===== src/rtl/magnitude_sched.sv =====
// Two-requester round-robin scheduler feeding a sequential integer square root.
// Produces floor(sqrt(dx^2 + dy^2)) with a fixed 11-cycle accept-to-result latency.
module magnitude_sched #(
  parameter int RR_INIT = 0
) (
  input  logic       clk,
  input  logic       rst_n,
  input  logic       req0_valid,
  input  logic [7:0] req0_dx,
  input  logic [7:0] req0_dy,
  output logic       req0_ready,
  input  logic       req1_valid,
  input  logic [7:0] req1_dx,
  input  logic [7:0] req1_dy,
  output logic       req1_ready,
  output logic       out_valid,
  input  logic       out_ready,
  output logic [8:0] out_mag,
  output logic       out_id,
  output logic       busy
);

  localparam logic PTR_RST   = (RR_INIT != 0);
  localparam int   NSTEPS    = 9;
  localparam int   MW        = 18;

  typedef enum logic [1:0] {IDLE, SQUARE, ITER, DONE} state_t;

  typedef struct packed {
    logic       id;
    logic [7:0] dx;
    logic [7:0] dy;
  } req_t;

  state_t          state, nstate;
  logic            ptr;
  logic            grant1;
  logic            hs;
  req_t            req_q, req_sel;
  logic [MW-1:0]   m_q, res_q, bit_q;
  logic [MW-1:0]   trial, m_nx, res_nx;
  logic            ge;
  logic [16:0]     sumsq;
  logic [3:0]      cnt_q;
  logic            last_step;
  logic            unused_res;

  // Tie goes to the pointer; a lone valid always wins.
  assign grant1    = req1_valid && (!req0_valid || ptr);
  assign hs        = req0_ready || req1_ready;
  assign last_step = (cnt_q == 4'(NSTEPS - 1));

  always_comb begin
    req_sel = '{id: 1'b0, dx: req0_dx, dy: req0_dy};
    if (req1_ready) req_sel = '{id: 1'b1, dx: req1_dx, dy: req1_dy};
  end

  // FSM: state register
  always_ff @(posedge clk or negedge rst_n) begin
    if (!rst_n) state <= IDLE;
    else        state <= nstate;
  end

  // FSM: next state
  always_comb begin
    nstate = state;
    case (state)
      IDLE:    if (hs)        nstate = SQUARE;
      SQUARE:                 nstate = ITER;
      ITER:    if (last_step) nstate = DONE;
      DONE:    if (out_ready) nstate = IDLE;
      default:                nstate = IDLE;
    endcase
  end

  // FSM: outputs; readies are gated by rst_n so nothing is granted while held in reset
  always_comb begin
    busy       = (state != IDLE);
    out_valid  = (state == DONE);
    req0_ready = rst_n && (state == IDLE) && req0_valid && !grant1;
    req1_ready = rst_n && (state == IDLE) && grant1;
  end

  always_ff @(posedge clk or negedge rst_n) begin
    if (!rst_n)  ptr <= PTR_RST;
    else if (hs) ptr <= req0_ready;
  end

  always_ff @(posedge clk or negedge rst_n) begin
    if (!rst_n)                     req_q <= '0;
    else if (state == IDLE && hs)   req_q <= req_sel;
  end

  assign sumsq = 17'(req_q.dx) * 17'(req_q.dx) + 17'(req_q.dy) * 17'(req_q.dy);

  // One digit-by-digit square root step; bit walks 2^16 down to 2^0 over 9 steps.
  always_comb begin
    trial  = res_q + bit_q;
    ge     = (m_q >= trial);
    m_nx   = ge ? (m_q - trial) : m_q;
    res_nx = ge ? ((res_q >> 1) + bit_q) : (res_q >> 1);
  end

  assign unused_res = ^res_nx[MW-1:9];

  always_ff @(posedge clk or negedge rst_n) begin
    if (!rst_n) begin
      m_q   <= '0;
      res_q <= '0;
      bit_q <= '0;
      cnt_q <= '0;
    end else if (state == SQUARE) begin
      m_q   <= MW'(sumsq);
      res_q <= '0;
      bit_q <= MW'(1) << 16;
      cnt_q <= '0;
    end else if (state == ITER) begin
      m_q   <= m_nx;
      res_q <= res_nx;
      bit_q <= bit_q >> 2;
      cnt_q <= cnt_q + 4'd1;
    end
  end

  // Result registers only load on DONE entry, so they hold while the consumer stalls.
  always_ff @(posedge clk or negedge rst_n) begin
    if (!rst_n) begin
      out_mag <= '0;
      out_id  <= 1'b0;
    end else if (state == ITER && last_step) begin
      out_mag <= res_nx[8:0];
      out_id  <= req_q.id;
    end
  end

endmodule

===== config.mk =====
export PLATFORM = sky130hd
export DESIGN_NAME = magnitude_sched
export DESIGN_NICKNAME = d
export VERILOG_FILES = /design/src/rtl/magnitude_sched.sv
export SDC_FILE = /design/constraint.sdc
export NUM_CORES = 1
export LEC_CHECK = 0
export CAP_MARGIN = 0
export CORE_ASPECT_RATIO = 0.5
export CORE_MARGIN = 2
export CORE_UTILIZATION = 36
export DETAILED_ROUTE_END_ITERATION = 8
export PLACE_DENSITY = 0.59
export RECOVER_POWER = 50
export SETUP_SLACK_MARGIN = 0.2
export SLEW_MARGIN = 20
export SYNTH_ARGS = -nofsm -noshare
export SYNTH_HDL_FRONTEND = slang
export SYNTH_SLANG_ARGS = --single-unit

===== constraint.sdc =====
create_clock -name clk -period 11.9 [get_ports clk]
set_input_delay 2.38 -clock clk [delete_from_list [all_inputs] [get_ports clk]]
set_output_delay 2.38 -clock clk [all_outputs]
set_load 0.01 [all_outputs]

Word-level counts from Yosys, hierarchy flattened
Index checks and enable logic that the tools add are counted.
Widths: inputs -> output; s select.

word-level totals
  register bits = 88
  latch bits = 0
  RAM bits = 0
  memory bits (read-only) = 0
  memories kept = 0

cells by class
  add/sub/neg operators = 5
  multiply operators = 2
  div/mod/pow operators = 0
  magnitude comparators = 1
  eq/ne operators = 7
  shift-type cells = 0
  multiplexer cells = 15
  bitwise operators = 0
  reductions and logical operators = 17

operators with widths
  cell                 count
  $mux 18              8
  $mul 8x8->16         2
  $add 17x18->18       1
  $add 18x18->18       1
  $ge 18x18->1         1
  $sub 18x18->18       1
  $add 16x16->17       1
  $mux 17              1
  $mux 4               2
  $pmux 2 s4           1
  $logic_and 1x1->1    7
  $mux 2               3
  $reduce_bool 2->1    3
  $add 4x1->4 const B  1
  $eq 2x2->1 const B   2
  $eq 4x4->1 const B   1
  $ne 2x2->1 const B   2
  $reduce_and 3->1     1
  $eq 2x1->1 const B   1
  $logic_not 1->1      2
  $logic_not 2->1      1
  $logic_or 1x1->1     2
  $ne 2x1->1 const B   1
  $reduce_and 2->1     1

Logic depth before layout (Yosys ltp)
Gate-level depths: netlist (run 1).

  word-level depth = 8
  mapped depth = 22
  mapped depth without buffers = 21

Worst setup path before layout (run 1)
No wires, ideal clock.

  path kind = input -> output
  start = in req0_valid
  end = out req1_ready
  arrival time = 3.358 ns
  data required time = 9.520 ns
  path slack = 6.162 ns
  stages = 6
  path buffers = 2
  cell sequence = inv_1 > o21ai_0 > or2_2 > clkbuf_1 > inv_1 > clkbuf_1

on the way
  word-level cells in the longest chain between the ends = 4

RTL lines
  what               RTL line  source
  from (decl)        8         input logic req0_valid,
  $logic_not 1->1    49        assign grant1 = req1_valid && (!req0_valid || ptr);
  $logic_or 1x1->1   49
  $logic_and 1x1->1  49
  $logic_and 1x1->1  81        req1_ready = rst_n && (state == IDLE) && grant1;
  to (decl)          15        output logic req1_ready,

Every way passes these cells.

Final worst setup path (run 1)
  start = in rst_n
  end = out req0_ready

on the way
  word-level cells in the longest chain between the ends = 3

RTL lines
  what                             RTL line  source
  from (decl)                      7         input logic rst_n,
  $logic_and 1x1->1 (3 in series)  80        req0_ready = rst_n && (state == IDLE) && req0_valid && !grant1;
  to (decl)                        11        output logic req0_ready,

Every way passes these cells.

==> out/qor.yml, run 1 <==
top_layer: "met4"
grt_max_degree: 62
r2r-end: "m_q[12]"
netlist_area_sq_mm: 0.00899
setup_viol: 0
status: "finished with violations"
ios: 51
synth-edff-count: 0
io_buffers: 50
ys_ff_latch: 79
drc: 0
hold_viol: 0
core_sq_mm: 0.0243
wl_per_cell_um: 16.0
cp.arrival_ns: 5.25
cts_tree: "done"
cts.root.buffer_cell: "clkbuf_16"
critPathLaunchType: "input pin"
clk_latency_ns: 0.34
grt_antenna_before_repair: 0
ys_warn_count: 0
first_pass_iters: 4
clock.fmax_mhz: 131
n_antenna_cell: 0
gr-usage-all-layers_pct: 17.8
grt_pass1_wl_mm: 37.4
synth_top_cell_area_share_pct: 22.0
finish.utilization_pct: 41.5
endpoint_kind: "output port"
dpl.cell_count: 1356
area_delta_synth_final_pct: 12.1
min_period_ns: 7.63
cts-resized-gates: 0
cts_buffers: 9
skew_ns: 0.0118
r2r_setup_slack_ns: 6.11
timing.rr.start: "req_q[12]"
overflow: 0
holdBufCountCts: 0
post_cts_buffers: 0
relSlewSlack_pct: -127
final_cells: 1372
r2r_cells: 18
cp_max_fo: 21
post-route-period-util_pct: 64.1
violations: "max-capacitance violations, max-slew violations"
drtAntennaViolNets: 0
drive_gt1_share_pct: 4.05
yosysTopAreaCell: "dfrtp_1"
rsz0062_at_grt: "no"
drv_cap: 2
whs_endpoint: "out_mag[7]"
drv_slew: 96
num_rows: 40
drtIter0Drc: 404
async_flop_share_pct: 100
hp-class: "flip-flop to flip-flop"
vias: 7158
dieWidth_um: 227
synthTopCellsByArea: "dfrtp_1, fa_1, ha_1"
hpwl_mm: 17.2
wl_met2_mm: 10.1
wl_met3_um: 762
hold_path_depth: 2
worst-setup-path-type: "input pin to output port"
wl_met1_mm: 10.9
worst_pin_slew_ns: 3.41
grt_pass1_vias: 7571
synth_cell_types: 69
hold_start: "out_mag[7]"
wirelength_mm: 22.0
synth_area_per_cell_sq_um: 8.96
fin_nets: 1247
vias_per_cell: 5.22
ys.flop_type: "dfrtp_1"
die_h_um: 116
start_util_pct: 37.0
synth_nets: 1219
required_ns: 9.52
synthCells: 1003
yosysSeqAreaShare_pct: 22.0
place_congestion: 0.915
cts_buffer_depth: 2
clk_pin_slew_ns: 0.07
setup-tns-final_ns: 0
h-tree-depth: 3
clkSinkCount: 79
die_area_sq_mm: 0.0263
cells by family after synthesis:
kind of cell,Yosys count,synth area share [%]
AO/OA/AOI/OAI,245,18.1
buffers and inverters,165,7.11
AND/OR/NAND/NOR,264,14.3
adder cells (fa/ha/maj),179,31.3
multiplexers,15,1.70
flip-flops,79,22.0
XOR/XNOR,56,5.46
synthesized netlist by cell type, drive strengths merged (6+ instances only):
cell / n
nand3: 23
nand4: 6
a21o: 11
o31ai: 12
xor2: 22
xnor2: 34
and2: 33
nor2: 42
fa: 77
o21a: 7
nor3: 22
o22ai: 34
ha: 102
a21oi: 44
nand2: 95
inv: 128
buf: 7
a31oi: 18
a211oi: 11
dfrtp: 79
mux2i: 13
o2bb2ai: 8
o21ai: 58
nor2b: 12
clkbuf: 30
and3: 7
worst max path at each step:
stage,startpoint,endpoint,slack [ns],cells past startpoint
2_1_floorplan,req0_valid,req1_ready,6.16,6
3_3_place_gp,req0_valid,req0_ready,5.07,5
3_5_place_dp,req0_valid,req0_ready,5.00,5
4_1_cts,req0_valid,req0_ready,5.00,5
5_1_grt,rst_n,req0_ready,3.92,5
6_report,rst_n,req0_ready,4.27,5
state kept, by name, summed over array words and instances (netlist names):
signal and cells:
req_q 17, res_q 18, bit_q 9, m_q 18
ptr 1, cnt_q 4, out_mag 9, state 2
out_id 1
layer usage:
layer / vias up / GRT usage, %
met5: - / 0
met4: 0 / 4.14
met3: 19 / 3.02
met2: 122 / 29.8
met1: 3506 / 24.3
li1: 3511 / -
cells in the final DEF, fill, tap and decap left out, drive strengths merged, types with 8 or more instances in the layout:
master         netlist  routed
o31ai               12      12
nor2                42      42
mux2i               13      13
nor2b               12      12
nor3                22      22
nand3               23      23
xor2                22      22
a211oi              11      11
ha                 102     102
o2bb2ai              8       8
a21o                11      11
clkbuf              30      12
fa                  77      77
a21oi               44      44
dfrtp               79      79
a31oi               18      18
o22ai               34      34
inv                128     129
clkdlybuf4s50        0      49
nand2               95      95
and2                33      33
xnor2               34      34
o21ai               58      58
metrics by stage:
stage               cell area, sq um  hold WS, ns  setup WS, ns
CTS                            10100        0.492          5.00
finish                         10100        0.483          4.27
global route                   10100        0.512          3.92
floorplan                       8990        0.443          6.16
global placement                9780        0.469          5.07
detailed placement              9780        0.474          5.00
critical path: stages:
cell and delay (ns):
clkbuf_1 0.86, nand3_1 0.57, nand2b_1 0.44, inv_1 0.36
clkdlybuf4s50_1 0.61
layout make-up:
type | count | area (sq um)
multi-input combinational | 759 | 6380
clock buffer | 9 | 225
inverter | 128 | 480
clock inverter | 7 | 81.3
tap | 336 | 420
fill | 2408 | 14200
timing repair buffer | 54 | 517
sequential | 79 | 1980
Power of run 1 is left out: the tool's default activity adds up to more than one toggle a clock period on the data nets, which glitch-free logic cannot reach.
==> run 2, diff against run 1 <==
--- a/config.mk
+++ b/config.mk
@@ -10,7 +10,7 @@
 export CORE_MARGIN = 2
 export CORE_UTILIZATION = 36
 export DETAILED_ROUTE_END_ITERATION = 8
-export PLACE_DENSITY = 0.59
+export PLACE_DENSITY = 0.61
 export RECOVER_POWER = 50
 export SETUP_SLACK_MARGIN = 0.2
 export SLEW_MARGIN = 20
==> constraint.sdc (replaced) <==
create_clock -name clk -period 6.49 [get_ports clk]
set_input_delay 1.298 -clock clk [delete_from_list [all_inputs] [get_ports clk]]
set_output_delay 1.298 -clock clk [all_outputs]
set_load 0.01 [all_outputs]
==> run 2 against run 1 <==
The run still ends with max-capacitance violations, max-slew violations left. Routed wire length up 2.9%. Register-to-register slack worse by 5.2 ns. Sequential share of layout area about the same. First-iteration DRC count up 35%. Utilization about the same. Final cell count up 0.22%. Flip-flop and latch count unchanged. Non-clock buffer count up 3. Setup slack worse by 3.5 ns.
==> out/qor.yml, run 2 (synthesis results as in run 1) <==
hold_viol: 0
holdBufCountCts: 0
post_cts_buffers: 0
gr-usage-all-layers_pct: 18.5
io_buffers: 50
drtAntennaViolNets: 0
start_util_pct: 37.0
core_sq_mm: 0.0243
worst_pin_slew_ns: 2.41
rsz0062_at_grt: "no"
place_congestion: 0.941
clkSinkCount: 79
cts-resized-gates: 0
cts.root.buffer_cell: "clkbuf_16"
worst-setup-path-type: "input pin to output port"
cts_buffers: 9
violations: "max-capacitance violations, max-slew violations"
final_common_cell: "inv_1"
status: "finished with violations"
fillers: 2383
cts_tree: "done"
skew_ns: 0.00981
dieWidth_um: 227
cp.arrival_ns: 4.46
clk_pin_slew_ns: 0.06
reg.largest.list: "m_q (18), res_q (18), req_q (17)"
setup-tns-final_ns: 0
vias_per_cell: 5.21
num_rows: 40
wl_per_cell_um: 16.5
crit_family: "buffers and inverters"
placed_area_sq_mm: 0.00980
timing.hold.ws_ns: 0.486
relSlewSlack_pct: -60.4
setup_viol: 0
crit_chain: "clkbuf_1 -> clkbuf_1 -> nand2_1 -> or2_2 -> inv_1 -> clkdlybuf4s50_1"
wirelength_mm: 22.6
drtIter0Drc: 545
grt_max_degree: 44
required_ns: 5.19
clk_latency_ns: 0.35
crit_start: "rst_n"
vias: 7166
post-route-period-util_pct: 88.8
hp-class: "flip-flop to flip-flop"
hpwl_mm: 17.6
cp_common_cell: "clkbuf_1"
grt_pass1_vias: 7398
cp_max_fo: 38
n_antenna_cell: 0
fin_area_sq_mm: 0.0101
die_area_sq_mm: 0.0263
h-tree-depth: 3
cts_buffer_depth: 2
ios: 51
drc: 0
grt_pass1_wl_mm: 38.1
drv_cap: 3
min_period_ns: 5.76
final_cell_mix: "inv_1, ha_1, nand2_1"
fin_nets: 1250
drv_slew: 117
die_h_um: 116
hold_start: "req_q[16]"
drive_gt1_share_pct: 4.04
timing.rr.start: "req_q[10]"
grt_antenna_before_repair: 0
first_pass_iters: 5
area_delta_synth_final_pct: 12.0
cpPeakStageDelay_ns: 1.68
endpoint_kind: "output port"
critPathLaunchType: "input pin"
overflow: 0
clock.fmax_mhz: 174
cpMaxStageDelayCell: "clkbuf_1"
critPathBufInv: 4
## run 2: changes by cell type in the layout (fill, tap and decap cells not counted)
| cell | delta |
|---|---|
| clkinv_4 | -3 |
| buf_4 | +2 |
| clkbuf_1 | +2 |
| bufinv_16 | -1 |
| clkbuf_8 | +1 |
| clkinv_2 | +1 |
| inv_8 | +1 |
| o31ai_1 | +1 |
| o31ai_2 | -1 |
## run 2: final timing paths
check	endpoint	cells after the start	slack [ns]
setup / recovery	req1_ready	6	0.73
max in group asynchronous	bit_q[16]	3	1.34
min in group asynchronous	req_q[5]	2	1.97
hold / removal	req_q[16]	2	0.49
setup reg to reg	m_q[12]	18	0.89
hold reg to reg	req_q[16]	2	0.49
## run 2: worst register-to-register path, delay by kind of cell, from the launching register on
family	cells	cell delay [ns]
compound gates	6	0.99
xor+xnor	1	0.19
fa+ha+maj	7	3.45
buf+inv	3	0.16
flops	1	0.56
simple gates	1	0.19
## run 2: cell type report
class                      count  area (sq um)  area share (%)
inverter                     128           480            4.77
sequential                    79          1980            19.6
tap                          336           420            4.17
multi-input combinational    759          6370            63.3
clock inverter                 5          41.3           0.410
clock buffer                  11           243            2.41
timing repair buffer          57           536            5.32
## run 2: per-layer routing
| metal | routed length (um) | up-vias | GRT usage, % |
|---|---|---|---|
| li1 | - | 3526 | - |
| met1 | 11200 | 3477 | 25.7 |
| met2 | 10200 | 142 | 30.5 |
| met3 | 915 | 21 | 3.04 |
| met4 | 287 | 0 | 4.01 |
| met5 | 0 | - | 0 |
## run 2: per-stage QoR
stage / utilization, % / instances / setup slack (ns)
floorplan: - / 1003 / 1.21
CTS: 41.6 / 1375 / 0.835
finish: 41.5 / 1375 / 0.729
detailed placement: 40.4 / 1359 / 0.869
global placement: 40.4 / 1359 / 0.956
global route: 41.5 / 1375 / 0.261
Power of run 2 is left out for the same reason.
==> run 3, diff against run 2 <==
--- a/config.mk
+++ b/config.mk
@@ -10,7 +10,7 @@
 export CORE_MARGIN = 2
 export CORE_UTILIZATION = 36
 export DETAILED_ROUTE_END_ITERATION = 8
-export PLACE_DENSITY = 0.61
+export PLACE_DENSITY = 0.59
 export RECOVER_POWER = 50
 export SETUP_SLACK_MARGIN = 0.2
 export SLEW_MARGIN = 20
==> constraint.sdc (replaced) <==
create_clock -name clk -period 6.5 [get_ports clk]
set_input_delay 1.3 -clock clk [delete_from_list [all_inputs] [get_ports clk]]
set_output_delay 1.3 -clock clk [all_outputs]
set_load 0.01 [all_outputs]
==> run 3 against run 2 <==
The run still ends with max-capacitance violations, max-slew violations left. Via count is 0.46% lower. Utilization is 0.057 points lower. Critical path type is now flip-flop to flip-flop. First-iteration DRC count is 30% lower. Register-to-register slack hardly changed. Count of clock-buffer cells in the layout is 1 higher. Global-route usage is 0.17 points higher. Sequential share of layout area hardly changed. Routed wire length is 1.1% higher.
==> out/qor.yml, run 3 (synthesis results as in run 1) <==
status: "finished with violations"
violations: "max-capacitance violations, max-slew violations"
drc: 0
grt_max_degree: 80
reg.largest.list: "m_q (18), res_q (18), req_q (17)"
overflow: 0
post-route-period-util_pct: 86.2
clock.fmax_mhz: 178
fillers: 2392
drv_slew: 114
grt_pass1_wl_mm: 38.2
cts_tree: "done"
fin_nets: 1249
wl_per_cell_um: 16.7
setup-tns-final_ns: 0
h-tree-depth: 3
drv_cap: 2
relSlewSlack_pct: -159
cts_buffers: 9
die_h_um: 116
drive_gt1_share_pct: 3.85
endpoint_kind: "flip-flop"
post_cts_buffers: 0
worst_pin_slew_ns: 3.89
clk_pin_slew_ns: 0.07
drtIter0Drc: 379
final_cell_mix: "inv_1, ha_1, nand2_1"
wirelength_mm: 22.9
hp-class: "flip-flop to flip-flop"
core_sq_mm: 0.0243
io_buffers: 50
rsz0062_at_grt: "no"
skew_ns: 0.00778
final_common_cell: "inv_1"
drtAntennaViolNets: 0
critPathLaunchType: "flip-flop"
clk_latency_ns: 0.36
clkSinkCount: 79
grt_pass1_vias: 7267
dieWidth_um: 227
setup_viol: 0
n_antenna_cell: 0
multi_input_area_sq_mm: 0.00637
required_ns: 6.78
grt_antenna_before_repair: 0
vias_per_cell: 5.19
cts_buffer_depth: 2
sequential_cell_area_sq_mm: 0.00198
start_util_pct: 37.0
gr-usage-all-layers_pct: 18.6
vias: 7133
ios: 51
cts.root.buffer_cell: "clkbuf_16"
cts-resized-gates: 0
holdBufCountCts: 0
hpwl_mm: 17.8
min_period_ns: 5.60
num_rows: 40
die_area_sq_mm: 0.0263
cp_max_fo: 10
worst-setup-path-type: "flip-flop to flip-flop"
cp.arrival_ns: 5.89
area_delta_synth_final_pct: 11.9
hold_viol: 0
first_pass_iters: 5
place_congestion: 0.895
-- run 3: path summary, 6_finish.rpt --
check,end,startpoint,slack [ns],cells after the start
max reg2reg,m_q[12],req_q[12],0.90,18
min,out_mag[7],out_mag[7],0.49,2
max,m_q[12],req_q[12],0.90,18
max in group asynchronous,res_q[16],rst_n,1.61,2
min reg2reg,out_mag[7],out_mag[7],0.49,2
min in group asynchronous,out_id,rst_n,2.69,2
-- run 3: through the flow --
step                setup WS [ns]  utilization, %  instance area, sq um  cells  hold slack, ns
floorplan                    1.22               -                  8990   1003           0.443
global placement             1.05            40.4                  9790   1358           0.468
detailed placement          0.943            40.4                  9790   1358           0.472
CTS                         0.892            41.5                 10100   1374           0.492
global route                0.634            41.4                 10100   1374           0.528
finish                      0.896            41.4                 10100   1374           0.488
-- run 3: worst max-delay path, cell delays in order, from the launching register on --
cell and delay (ns):
dfrtp_1 0.55, nand2_1 0.18, fa_1 0.52, fa_1 0.55, inv_1 0.05, fa_1 0.49, fa_1 0.52, fa_1 0.50
inv_1 0.06, fa_1 0.53, inv_1 0.04, ha_1 0.33, o21ai_0 0.12, o21ai_0 0.25, a21oi_1 0.16, o21ai_0 0.20
xor2_1 0.23, o22ai_1 0.10, o21ai_0 0.13
-- run 3: layer usage --
| metal | vias up | wire length [um] | share of wire, % | track usage (%) |
|---|---|---|---|---|
| met5 | - | 0 | 0 | 0 |
| met4 | 0 | 329 | 1.4 | 4.27 |
| met3 | 18 | 1020 | 4.5 | 3.30 |
| met2 | 138 | 10300 | 45 | 30.5 |
| met1 | 3447 | 11200 | 49 | 25.9 |
| li1 | 3530 | - | - | - |
-- run 3: cell type report --
cell class | count | share of cell area (%)
Tap cell | 336 | 4.18
Timing Repair Buffer | 56 | 5.35
Sequential cell | 79 | 19.7
Inverter | 128 | 4.78
Clock inverter | 4 | 0.311
Multi-Input combinational cell | 759 | 63.4
Clock buffer | 12 | 2.35
Power of run 3 is left out for the same reason.
